File: config.mk
export PLATFORM = sky130hd
export DESIGN_NAME = mod_vec_add_sub_pipe
export DESIGN_NICKNAME = d
export VERILOG_FILES = /design/src/rtl/poly_arith_pkg.sv /design/src/rtl/mod_uni_add_sub.sv /design/src/rtl/mod_vec_add_sub_pipe.sv
export SDC_FILE = /design/constraint.sdc
export NUM_CORES = 1
export LEC_CHECK = 0
export CAP_MARGIN = 20
export CORE_MARGIN = 3
export CORE_UTILIZATION = 30
export CTS_BUF_LIST = sky130_fd_sc_hd__clkbuf_8
export DETAILED_ROUTE_END_ITERATION = 16
export SLEW_MARGIN = 20
export SYNTH_ARGS = -nofsm -noshare
export SYNTH_HDL_FRONTEND = slang
export SYNTH_SLANG_ARGS = --single-unit
File: constraint.sdc
create_clock -name clk_i -period 7.3 [get_ports clk_i]
set_clock_uncertainty 0.1 [all_clocks]
set_input_delay 0.73 -clock clk_i [delete_from_list [all_inputs] [get_ports clk_i]]
set_output_delay 0.73 -clock clk_i [all_outputs]
set_load 0.01 [all_outputs]
File: src/rtl/poly_arith_pkg.sv
// Shared types and constants for arithmetic over Z_3329 (ML-KEM coefficient ring).
package poly_arith_pkg;

  localparam int unsigned Q      = 3329;
  localparam int unsigned CoeffW = 12;

  typedef logic [CoeffW-1:0] coeff_t;

  typedef enum logic [1:0] {
    OP_ADD      = 2'b00,
    OP_SUB      = 2'b01,
    OP_ACC_ADD  = 2'b10,
    OP_ACC_LOAD = 2'b11
  } add_sub_op_e;

  // Single conditional subtract; valid for s in [0, 2Q-1].
  function automatic coeff_t mod_reduce(input logic [CoeffW:0] s);
    logic [CoeffW:0] w_diff;
    w_diff = s - (CoeffW+1)'(Q);
    return (s >= (CoeffW+1)'(Q)) ? w_diff[CoeffW-1:0] : s[CoeffW-1:0];
  endfunction

endpackage

File: src/rtl/mod_uni_add_sub.sv
// Combinational (a +/- b) mod Q for one coefficient; operands assumed in [0, Q-1].
module mod_uni_add_sub
  import poly_arith_pkg::*;
(
  input  coeff_t a_i,
  input  coeff_t b_i,
  input  logic   is_sub_i,
  output coeff_t res_o
);

  logic [CoeffW:0] w_b_term;
  logic [CoeffW:0] w_sum;

  // Subtraction as a + (Q - b) keeps the sum non-negative and below 2Q.
  always_comb begin
    w_b_term = is_sub_i ? ((CoeffW+1)'(Q) - {1'b0, b_i}) : {1'b0, b_i};
    w_sum    = {1'b0, a_i} + w_b_term;
    res_o    = mod_reduce(w_sum);
  end

endmodule

File: src/rtl/mod_vec_add_sub_pipe.sv
// LANES-wide two-stage modular add/sub/accumulate pipeline over Z_3329 with valid/ready.
module mod_vec_add_sub_pipe
  import poly_arith_pkg::*;
#(
  parameter int unsigned LANES  = 4,
  parameter bit          ACC_EN = 1'b1
) (
  input  logic                  clk_i,
  input  logic                  rst_i,
  input  logic                  in_valid_i,
  output logic                  in_ready_o,
  input  logic [1:0]            op_i,
  input  logic [LANES*12-1:0]   op1_i,
  input  logic [LANES*12-1:0]   op2_i,
  output logic                  out_valid_o,
  input  logic                  out_ready_i,
  output logic [LANES*12-1:0]   result_o,
  output logic [1:0]            out_op_o
);

  logic                r_s1_valid;
  add_sub_op_e         r_s1_op;
  logic [LANES*12-1:0] r_s1_a;
  logic [LANES*12-1:0] r_s1_b;
  logic                r_s2_valid;
  logic [LANES*12-1:0] r_result;
  logic [1:0]          r_out_op;

  logic                w_s2_take;
  logic                w_in_fire;
  logic [LANES*12-1:0] w_lane_res;

  assign w_s2_take  = r_s1_valid & (~r_s2_valid | out_ready_i);
  assign in_ready_o = ~r_s1_valid | w_s2_take;
  assign w_in_fire  = in_valid_i & in_ready_o;

  always_ff @(posedge clk_i) begin
    if (rst_i) begin
      r_s1_valid <= 1'b0;
      r_s1_op    <= OP_ADD;
      r_s1_a     <= '0;
      r_s1_b     <= '0;
      r_s2_valid <= 1'b0;
      r_result   <= '0;
      r_out_op   <= 2'b00;
    end else begin
      if (w_in_fire) begin
        r_s1_valid <= 1'b1;
        r_s1_op    <= add_sub_op_e'(op_i);
        r_s1_a     <= op1_i;
        r_s1_b     <= op2_i;
      end else if (w_s2_take) begin
        r_s1_valid <= 1'b0;
      end

      if (w_s2_take) begin
        r_s2_valid <= 1'b1;
        r_result   <= w_lane_res;
        r_out_op   <= r_s1_op;
      end else if (out_ready_i) begin
        r_s2_valid <= 1'b0;
      end
    end
  end

  for (genvar l = 0; l < LANES; l++) begin : g_lane
    coeff_t w_a;
    coeff_t w_b;
    coeff_t w_acc;
    coeff_t w_u_op1;
    coeff_t w_u_op2;
    coeff_t w_u_res;
    logic   w_acc_op;

    assign w_a      = r_s1_a[12*l +: 12];
    assign w_b      = r_s1_b[12*l +: 12];
    assign w_acc_op = ACC_EN && (r_s1_op == OP_ACC_ADD);
    assign w_u_op1  = w_acc_op ? w_acc : w_a;
    assign w_u_op2  = w_acc_op ? w_a : w_b;

    mod_uni_add_sub u_add_sub (
      .a_i      (w_u_op1),
      .b_i      (w_u_op2),
      .is_sub_i (r_s1_op == OP_SUB),
      .res_o    (w_u_res)
    );

    assign w_lane_res[12*l +: 12] = (r_s1_op == OP_ACC_LOAD) ? w_a : w_u_res;

    if (ACC_EN) begin : g_acc
      coeff_t r_acc;

      // Commit only when the beat leaves S1 so a stalled beat is never counted twice.
      always_ff @(posedge clk_i) begin
        if (rst_i) begin
          r_acc <= '0;
        end else if (w_s2_take) begin
          if (r_s1_op == OP_ACC_ADD) begin
            r_acc <= w_u_res;
          end else if (r_s1_op == OP_ACC_LOAD) begin
            r_acc <= w_a;
          end
        end
      end

      assign w_acc = r_acc;
    end else begin : g_no_acc
      assign w_acc = '0;
    end
  end

  assign out_valid_o = r_s2_valid;
  assign result_o    = r_result;
  assign out_op_o    = r_out_op;

endmodule

; After elaboration in Yosys (flattened, before gate mapping)
; Cells that the tools add are included.
[word_totals]
regBits = 198
inputBits = 102
out_inout_bits = 52
wordCells = 72
[classes]
add_sub_neg = 12
order_cmp = 4
n_eq_ne = 3
muxes = 32
bitwise_logic = 6
reduce_logical = 4
[ops]
columns = cell, n
row1 = two-way mux 12 bit, 24
row2 = adder 12 x 13 -> 13 bit, 4
row3 = ">= comparator 13 x 12 -> 1 bit, second input constant", 4
row4 = two-way mux 13 bit, 4
row5 = "subtractor 12 x 12 -> 13 bit, first input constant", 4
row6 = "subtractor 12 bit, second input constant", 4
row7 = nonzero test 2 bit, 3
row8 = "== test 2 bit, second input constant", 2
row9 = two-way mux 1 bit, 4
row10 = bitwise AND 1 bit, 2
row11 = "== test 2 x 1 -> 1 bit, second input constant", 1
row12 = NOT 1 bit, 2
row13 = bitwise OR 1 bit, 2
row14 = AND reduction 2 bit, 1

; Depth between registers and ports, before layout
[logic_depth]
depth_word = 8
ltp_mapped = 24
mapped_depth_nobuf = 19

; Hierarchy
; A second synthesis with hierarchy kept.
[unflattened]
hier_cells = 2004
area_unflattened_um2 = 15419.8
[by_module_without_submodules]
columns = module, n_inst, cells_per_inst, area_per_inst_um2, seq_area_each_um2
row1 = mod_vec_add_sub_pipe, 1, 1252, 9885.7, 3963.8
row2 = mod_uni_add_sub (g_lane[0].u_add_sub ...), 2, 184, 1385.1, 0.0
row3 = mod_uni_add_sub (g_lane[1].u_add_sub), 1, 197, 1450.1, 0.0
row4 = mod_uni_add_sub (g_lane[2].u_add_sub), 1, 187, 1313.8, 0.0

; Worst setup path after synthesis
; OpenSTA, ideal clock, no wires.
[synth_timing]
kind = register to register
from = register r_s1_op[1]
to = register g_lane[2].g_acc.r_acc[8]
setup_ps = 130
t_arrival_ps = 5073
required_time_ps = 7070
slack_ps = 1997
stages_incl_launch_ff = 25
n_path_buf = 7
period_less_slack_ps = 5303
cell_sequence = dfxtp_1 > buf_2 > nand2b_1 > buf_2 > buf_2 > clkbuf_1 > clkbuf_1 > mux2i_1 > ha_1 > nand2b_1 > o21ai_0 > xor2_1 > o21ai_0 > ha_1 > clkbuf_1 > and3_1 > a22o_1 > o21ai_0 > or4b_1 > nand3_1 > o221ai_1 > buf_2 > a22oi_1 > xor2_1 > o211ai_1
[synth_via]
elab_chain_cells = 8
word_cells_on_any_way = 14
cone_classes = add/sub: 3 / order compare: 1 / eq/ne: 3 / mux: 5 / reduce/logical: 2
[synth_rtl]
columns = item, line_no
row1 = from (decl), mod_vec_add_sub_pipe.sv:22  ; add_sub_op_e r_s1_op;
row2 = from (signal assigned), mod_vec_add_sub_pipe.sv:49  ; r_s1_op <= add_sub_op_e'(op_i);
row3 = == test 2 bit, "mod_vec_add_sub_pipe.sv:77, mod_vec_add_sub_pipe.sv:98"
row4 = two-way mux 12 bit, mod_vec_add_sub_pipe.sv:79  ; assign w_u_op2 = w_acc_op ? w_a : w_b;
row5 = subtractor 12 x 12 -> 13 bit, mod_uni_add_sub.sv:16  ; w_b_term = is_sub_i ? ((CoeffW+1)'(Q) - {1'b0, b_i}) : {1'b0, b_i};
row6 = two-way mux 13 bit, mod_uni_add_sub.sv:16
row7 = adder 12 x 13 -> 13 bit, mod_uni_add_sub.sv:17  ; w_sum = {1'b0, a_i} + w_b_term;
row8 = subtractor 12 bit / >= comparator 13 x 12 -> 1 bit (equally long branches), "poly_arith_pkg.sv:19, poly_arith_pkg.sv:20"
row9 = two-way mux 12 bit, poly_arith_pkg.sv:20  ; return (s >= (CoeffW+1)'(Q)) ? w_diff[CoeffW-1:0] : s[CoeffW-1:0];
row10 = two-way mux 12 bit, mod_vec_add_sub_pipe.sv:98  ; if (r_s1_op == OP_ACC_ADD) begin
row11 = to (signal assigned), mod_vec_add_sub_pipe.sv:99  ; r_acc <= w_u_res;
row12 = to (signal assigned), mod_vec_add_sub_pipe.sv:101  ; r_acc <= w_a;
row13 = to (decl), mod_vec_add_sub_pipe.sv:91  ; coeff_t r_acc;
; Several ways; a longest one is shown, not always the timed one.
; A chain may end at the register's enable or synchronous reset.

; Worst setup path after layout
[layout_timing]
from = register r_s1_op[0]
to = register g_lane[2].g_acc.r_acc[8]
; Same word-level chain as after synthesis.

==> impl_metrics.tcl <==
set metrics [dict create \
    rsz0062_at_grt "false" \
    antenna_left 0 \
    drv_slew 0 \
    fmax_ghz 0.1567 \
    die_h_um 225.6 \
    worstPathCellList "nand2b_2 -> mux2i_1 -> ha_1 -> nand2b_1 -> o21ai_0 -> xor2_1 -> o21ai_0 -> ha_1 -> and3_1 -> a221oi_1 -> o21ai_0 -> xnor2_1 -> a311oi_1 -> o221ai_1 -> a22oi_1 -> xor2_1 -> o211ai_1" \
    grt_overflow 0 \
    p_int_w 0.001850 \
    clockPowerShare_pct 26.8 \
    fin_nets 2205 \
    max_stage_delay_ps 850 \
    fin_crit_sh_pct 87.41 \
    grt_pass1_wl_um 76850 \
    worstSetupEndpointType "flop" \
    path_clk_slew_ps 120 \
    vias_per_cell 5.541 \
    holdBufCountCts 0 \
    synth_flop_cell "dfxtp_1" \
    coreArea_mm2 0.04705 \
    cts_tree "done" \
    drc 0 \
    power_density_mw_per_mm2 176.2 \
    start_util_pct 30.74 \
    setup_tns_ps 0 \
    synth-async-reset-ratio_pct 0 \
    ys_types 85 \
    synth_edf_count 0 \
    period_needed_ps 6381 \
    cp.arrival_ps 6720 \
    relSlewSlack_pct 30.76 \
    synth_fa_ha_area_share_pct 6.436 \
    path_max_fanout 46 \
    startpoint_type "flop" \
    cts.sinks 198 \
    hold_viol 0 \
    p_comb_share_pct 32.5 \
    netlist.area_leader.share_pct 27.40 \
    crit_type "reg2reg" \
    insertion_delay_ps 540 \
    tightest_slew_ps 1039 \
    cts-root-buf "clkbuf_8" \
    cts.repair.resized 0 \
    outcome "complete, no violations" \
    syn_inst 1972 \
    cts_setup_buffers 0 \
    drive_gt1_share_pct 6.654 \
    synth_top_family_by_area "compound AO/OA/AOI/OAI gates" \
    critPathSlowestCell "nand2b_2" \
    setup-violations-final 0 \
    ys_seq_elements 198 \
    worstPathRequired_ps 7630 \
    cellLeakagePower_nw 6.716 \
    cap_violations 0 \
    ir_worst_vdd_uv 107.6 \
    yosysWarningCount 0 \
    wirelength_um 49220 \
    ios 154 \
    crit_top_cell "o21ai_0" \
    synth_xor_xnor_area_share_pct 5.995 \
    first_global_vias 14034 \
    cp_top_family "compound AO/OA/AOI/OAI gates" \
    gp_congestion 0.9090 \
    io_buffer_count 153 \
    std_cell_rows 79 \
    syn_nets 2146 \
    grt_antenna_before_repair 0 \
    firstDrtPassIters 6 \
    yosys.area.top_type "dfxtp_1" \
    place_area_mm2 0.01643 \
    p_sw_w 0.001123 \
    min-delay-path-class "reg2reg" \
    vias 14690 \
    grt_use_total_pct 18.96 \
    cp_num_buf_inv 0 \
    die_x_um 225.6 \
    grt_max_degree 99 \
    syn_to_final_growth_pct 16.65 \
    synth-seq-area-share_pct 27.40 \
    numCtsBuffers 17 \
    synth.cell_area_mm2 0.01446 \
    wl_per_cell_um 18.57 \
    seq_power_share_pct 40.7 \
    synth_simple_gate_area_share_pct 24.70 \
    antenna_cells 0 \
    synth.avg_cell_area_um2 7.335 \
    fin_area_mm2 0.01687 \
    synth_compound_area_share_pct 25.33 \
    place_hpwl_um 35700 \
    drt_iter0_markers 1072 \
    p_sw_share_pct 37.78 \
    htree_levels 4 \
    clk_path_buf_depth 2 \
    synth_mux_area_share_pct 5.718 \
    dieArea_mm2 0.05088 \
    yosys-top-cells-area "dfxtp_1 27%, nand2_1 12%, ha_1 5.9%" \
]
## layout make-up
| cell class | instances | area (µm²) |
|---|---|---|
| Sequential cell | 198 | 3969 |
| Inverter | 30 | 112.6 |
| Fill cell | 5027 | 30180 |
| Tap cell | 607 | 759.5 |
| Clock inverter | 15 | 192.7 |
| Multi-Input combinational cell | 1610 | 9918 |
| Clock buffer | 17 | 234.0 |
| Timing Repair Buffer | 174 | 1687 |
## synthesized netlist by cell type (40+ instances only)
| master | number |
|---|---|
| a21oi_1 | 165 |
| a31oi_1 | 40 |
| clkbuf_1 | 108 |
| dfxtp_1 | 198 |
| ha_1 | 68 |
| mux2i_1 | 44 |
| nand2_1 | 466 |
| nand3_1 | 65 |
| nor2_1 | 99 |
| o211ai_1 | 45 |
| o21ai_0 | 97 |
| xnor2_1 | 50 |
| xor2_1 | 49 |
## worst reg2reg max path, stage by stage, from the launching register on
cell	delay, ps
dfxtp_4	690
nand2b_2	850
mux2i_1	430
ha_1	250
nand2b_1	80
o21ai_0	190
xor2_1	150
o21ai_0	90
ha_1	450
and3_1	220
a221oi_1	370
o21ai_0	170
xnor2_1	580
a311oi_1	180
o221ai_1	840
a22oi_1	240
xor2_1	200
o211ai_1	220
## worst paths after layout
kind	startpoint	to	slack [ps]	cells after the start
min	g_lane[1].g_acc.r_acc[9]	g_lane[1].g_acc.r_acc[9]	350	2
max reg2reg	r_s1_op[0]	g_lane[2].g_acc.r_acc[8]	920	17
max	r_s1_op[0]	g_lane[2].g_acc.r_acc[8]	920	17
min reg2reg	g_lane[1].g_acc.r_acc[9]	g_lane[1].g_acc.r_acc[9]	350	2
## metrics by stage
step	total power [W]	setup WS, ps	cells	hold slack (ps)	util, %
after floorplan	0.001873	1997	1972	324.9	-
after global placement	0.002173	1252	2619	331.9	34.91
after detailed placement	0.002188	1052	2619	341.6	34.92
after CTS	0.002986	1025	2651	357.9	35.83
after global routing	0.003145	411.8	2651	370.1	35.86
final	0.002973	919.4	2651	354.9	35.86
## sequential cells by signal, indices dropped and copies added, names as in the netlist
name                flops
out_op_o                2
g_lane.g_acc.r_acc     48
r_s1_a                 48
r_s1_valid              1
result_o               48
r_s1_op                 2
out_valid_o             1
r_s1_b                 48
## power groups by stage
stage	Sequential (W)	Clock, W	Combinational, W
CTS	0.00121	0.000816	0.000961
floorplan	0.00121	0	0.000667
detailed placement	0.00123	0	0.000956
finish	0.00121	0.000798	0.000966
global placement	0.00123	0	0.000942
global route	0.00122	0.000858	0.00107
## routing by layer
metal  track usage, %  vias up  routed length (µm)
met2            31.00      465               22410
met4            5.207        0                 986
met1            25.79     6982               22910
met5                0        -                   0
met3            3.302       65                2905
li1                 -     7178                   -
## layout by cell type (no fill, tap or decap), types with 10 or more instances in the layout
cell type        instances
nand2_1                464
buf_4                   22
clkbuf_8                17
xnor2_1                 50
or4_1                   11
a21o_1                  23
nand4_1                 19
o21ai_1                 10
or3_1                   22
inv_1                   30
a31oi_1                 40
dfxtp_1                196
nor2_1                  97
o31ai_1                 20
ha_1                    68
nand2b_1                16
mux2i_1                 44
o21ai_0                 97
nand3_1                 65
clkdlybuf4s50_1        152
xor2_1                  49
o22ai_1                 11
o211ai_1                45
nor2b_1                 10
a22o_1                  25
and3_1                  15
a21oi_1                165
mux2_2                  33
nor3_1                  28
a211oi_1                11
## cells by family after synthesis
logic type                 Yosys count
and+or+nand+nor                    803
DFF                                198
muxes                               78
AOI/OAI and AO/OA                  558
adders and majority gates           72
buffers and inverters              164
xor gates and xnor gates            99
Note: power is estimated with default switching activity, not from simulation.
==> edit 1: new RTL, same settings <==
`ACC_EN`: 1'b1 -> 1'b0.
--- a/src/rtl/mod_vec_add_sub_pipe.sv
+++ b/src/rtl/mod_vec_add_sub_pipe.sv
@@ -5,3 +5,3 @@
   parameter int unsigned LANES  = 4,
-  parameter bit          ACC_EN = 1'b1
+  parameter bit          ACC_EN = 1'b0
 ) (
Formal check against the unedited RTL: not equivalent (a bounded check fails within 4 cycles, from zero or initial values and one cycle with rst_i high).
==> edit 1 against the original RTL <==
- die area down 24%
- combinational power down 22%
- setup slack better by 1.4 ns
- power down 21%
- synthesized area down 25%
- cell area down 22%
- via count down 25%
- count of clock-buffer cells in the layout unchanged
- final cell count down 22%
- sequential cell count down 48
- routed wire length down 27%
- highest routed layer unchanged
==> edit 1: results <==
metrics = {
    "status": {
        "status": "finished, final reports clean",
    },
    "critical_path": {
        "crit_path_max_fanout": 17,
        "r2r_end": "result_o[31]$_SDFFE_PP0P_",
        "ff2ff_setup_slack_ns": 2.35,
        "slowest_stage": "o41ai_4",
        "critical-path-max-stage-delay_ns": 0.78,
        "crit_end": "result_o[31]$_SDFFE_PP0P_",
    },
    "logic_synthesis": {
        "ys_seq_area_share_pct": 27.7,
        "ys_top_cells_by_count": "nand2_1 (290), a21oi_1 (178), dfxtp_1 (150)",
        "ys_ff_latch": 150,
    },
    "placement": {
        "place_congestion": 0.906,
        "hpwlAfterDp_mm": 26.4,
    },
    "power": {
        "p_int_mw": 1.47,
        "ir_worst_vdd_mv": 0.115,
        "sequentialPowerShare_pct": 39.3,
        "power_leakage_nw": 5.11,
        "pwr-share-comb_pct": 32.0,
        "powerComb_uw": 754,
    },
    "sta": {
        "period_needed_ns": 4.95,
        "slew_headroom_pct": 24.6,
    },
    "layout": {
        "multi_input_area_share_pct": 56.4,
        "fin_nets": 1759,
        "drive_above_1_share_pct": 4.82,
        "multi_input_cells": 1215,
    },
    "route": {
        "drtIter0Drc": 617,
        "wirelength_mm": 36.0,
        "detail_route.vias_per_cell": 5.37,
        "drt_pass1_iterations": 4,
    },
    "cts": {
        "clk_pin_slew_ns": 0.10,
    },
    "grt": {
        "grt_first_pass_wirelength_mm": 57.7,
        "grt_usage_pct": 18.6,
    },
}
## edit 1: metal layers
metal / global-route usage [%] / vias to the layer above / share of wire [%]
li1: - / 5501 / -
met1: 25.2 / 5238 / 47
met2: 30.5 / 280 / 46
met3: 3.01 / 37 / 4.2
met4: 5.44 / 0 / 2.1
met5: 0 / - / 0
## edit 1: logic make-up after synthesis
kind of cell / share of synthesized area [%]
buf+inv: 4.42
compound gates: 24.9
fa+ha+maj: 8.58
simple gates: 26.4
mux: 0.646
flops: 27.7
xor+xnor: 7.43
## edit 1: metrics by stage
step	hold WS, ns	instances	util [%]
final	0.368	2059	36.9
after global routing	0.392	2059	36.9
after CTS	0.370	2059	36.9
after detailed placement	0.355	2027	35.8
after global placement	0.348	2027	35.7
after floorplan	0.349	1489	-
==> edit 2: new RTL, same flow settings <==
Made on the original files. Reset style: asynchronous (`rst_i`), changed in 2 clocked blocks.
--- a/src/rtl/mod_vec_add_sub_pipe.sv
+++ b/src/rtl/mod_vec_add_sub_pipe.sv
@@ -36,3 +36,3 @@
 
-  always_ff @(posedge clk_i) begin
+  always_ff @(posedge clk_i or posedge rst_i) begin
     if (rst_i) begin
@@ -93,3 +93,3 @@
       // Commit only when the beat leaves S1 so a stalled beat is never counted twice.
-      always_ff @(posedge clk_i) begin
+      always_ff @(posedge clk_i or posedge rst_i) begin
         if (rst_i) begin
Function: differs if rst_i is asserted again (counterexample within 4 cycles, from zero or initial values and one cycle with rst_i high); with rst_i held inactive, the same outputs for 4 cycles.
==> edit 2 against the original RTL <==
- via count is 5.2% lower
- global-route usage is 0.36 points lower
- synthesized area is 3.9% higher
- first-iteration DRC count is 15% higher
- routed wire length is 1.3% higher
- setup slack better by 0.17 ns
- cell area is 4.4% higher
- largest cell class unchanged
- sequential cell count stayed put
Power is not compared: it rests on default switching activity, and its combinational part moved more than twofold at a synthesized area within 25%.
==> edit 2: results <==
metrics = {
    "status": {
        "status": "finished, final reports clean",
    },
    "critical_path": {
        "rr_worst_depth": 16,
        "critical-path-max-stage-delay_ns": 0.78,
        "start_kind": "flop",
        "ff2ff_setup_slack_ns": 1.09,
        "crit_path_max_fanout": 26,
        "cp.arrival_ns": 6.55,
        "r2r_end": "g_lane[3].g_acc.r_acc[1]$_DFFE_PP0P_",
        "regToRegStartpoint": "r_s1_op[0]$_DFFE_PP0P_",
        "slowest_stage": "o21ai_1",
    },
    "hold_path": {
        "hp-start": "out_op_o[1]$_DFFE_PP0P_",
        "holdPathEnd": "out_op_o[1]$_DFFE_PP0P_",
    },
    "route": {
        "drtIter0Drc": 1230,
        "wirelength_mm": 49.8,
        "detail_route.vias_per_cell": 5.55,
        "drt_pass1_iterations": 5,
    },
    "logic_synthesis": {
        "synthTopCellsByArea": "dfrtp_1 (33%), mux2_2 (7.7%), nand2_1 (6.4%)",
        "synth-main-ff-cell": "dfrtp_1",
        "synthArstFlopShare_pct": 100,
        "ys_top_cells_by_count": "nand2_1 (258), dfrtp_1 (198), nor2_1 (167)",
        "syn_area_per_cell_um2": 8.67,
        "synth_cell_type_count": 80,
        "ys_seq_area_share_pct": 33.0,
        "syn_nets": 1907,
    },
    "sta": {
        "worstMarginPinSlew_ns": 1.09,
    },
    "layout": {
        "drive_above_1_share_pct": 10.7,
        "fin_nets": 2009,
        "instances_no_fill": 2512,
    },
    "placement": {
        "hpwlAfterDp_mm": 37.2,
        "place_congestion": 0.943,
    },
    "cts": {
        "holdBufCountCts": 0,
        "clk_latency_ns": 0.55,
    },
    "grt": {
        "grt_usage_pct": 18.6,
        "grt_first_pass_wirelength_mm": 77.7,
        "antenna_found_initial": 1,
        "grt_pass1_vias": 13400,
        "grt_max_degree": 91,
    },
}
edit 2: cells by family (layout without fill, tap and decap cells):
group	after synthesis	in the layout	share of synthesized area (%)
multiplexers	170	170	12.2
buffers and inverters	133	248	3.40
adder cells (fa/ha/maj)	72	72	6.20
AND/OR/NAND/NOR	638	638	19.3
AO/OA/AOI/OAI	435	435	20.8
XOR/XNOR	87	87	5.12
flip-flops	198	198	33.0
edit 2: area by class of cell:
type	instances	area, µm²
clock inverter	15	130
sequential	198	4960
clock buffer	17	234
fill	5022	31500
multi-input combinational	1402	9590
timing repair buffer	177	1710
inverter	39	154
tap	664	831
edit 2: through the flow:
| stage | setup slack, ns | instance area [µm²] | hold WS (ns) | power (mW) |
|---|---|---|---|---|
| finish | 1.09 | 17600 | 0.382 | 7.06 |
| global route | 0.520 | 17600 | 0.425 | 7.63 |
| CTS | 1.22 | 17600 | 0.393 | 7.05 |
| detailed placement | 1.23 | 17200 | 0.368 | 6.31 |
| global placement | 1.30 | 17200 | 0.362 | 6.25 |
| floorplan | 1.07 | 15000 | 0.349 | 4.94 |
edit 2: routing by layer:
metal | routed length [µm] | global-route usage (%) | share of wire (%) | vias to the layer above
met5 | 13 | 0 | 0.026 | -
met3 | 3100 | 3.44 | 6.2 | 77
met4 | 1520 | 6.55 | 3.0 | 2
met1 | 22600 | 25.4 | 45 | 6838
li1 | - | - | - | 6556
met2 | 22600 | 29.5 | 45 | 460
edit 2: power groups by stage:
stage               registers, mW  clock network (mW)  logic [mW]
floorplan                    1.71                   0        3.23
global placement             1.80                   0        4.46
detailed placement           1.79                   0        4.51
CTS                          1.78               0.739        4.53
global route                 1.82               0.776        5.04
finish                       1.78               0.713        4.57
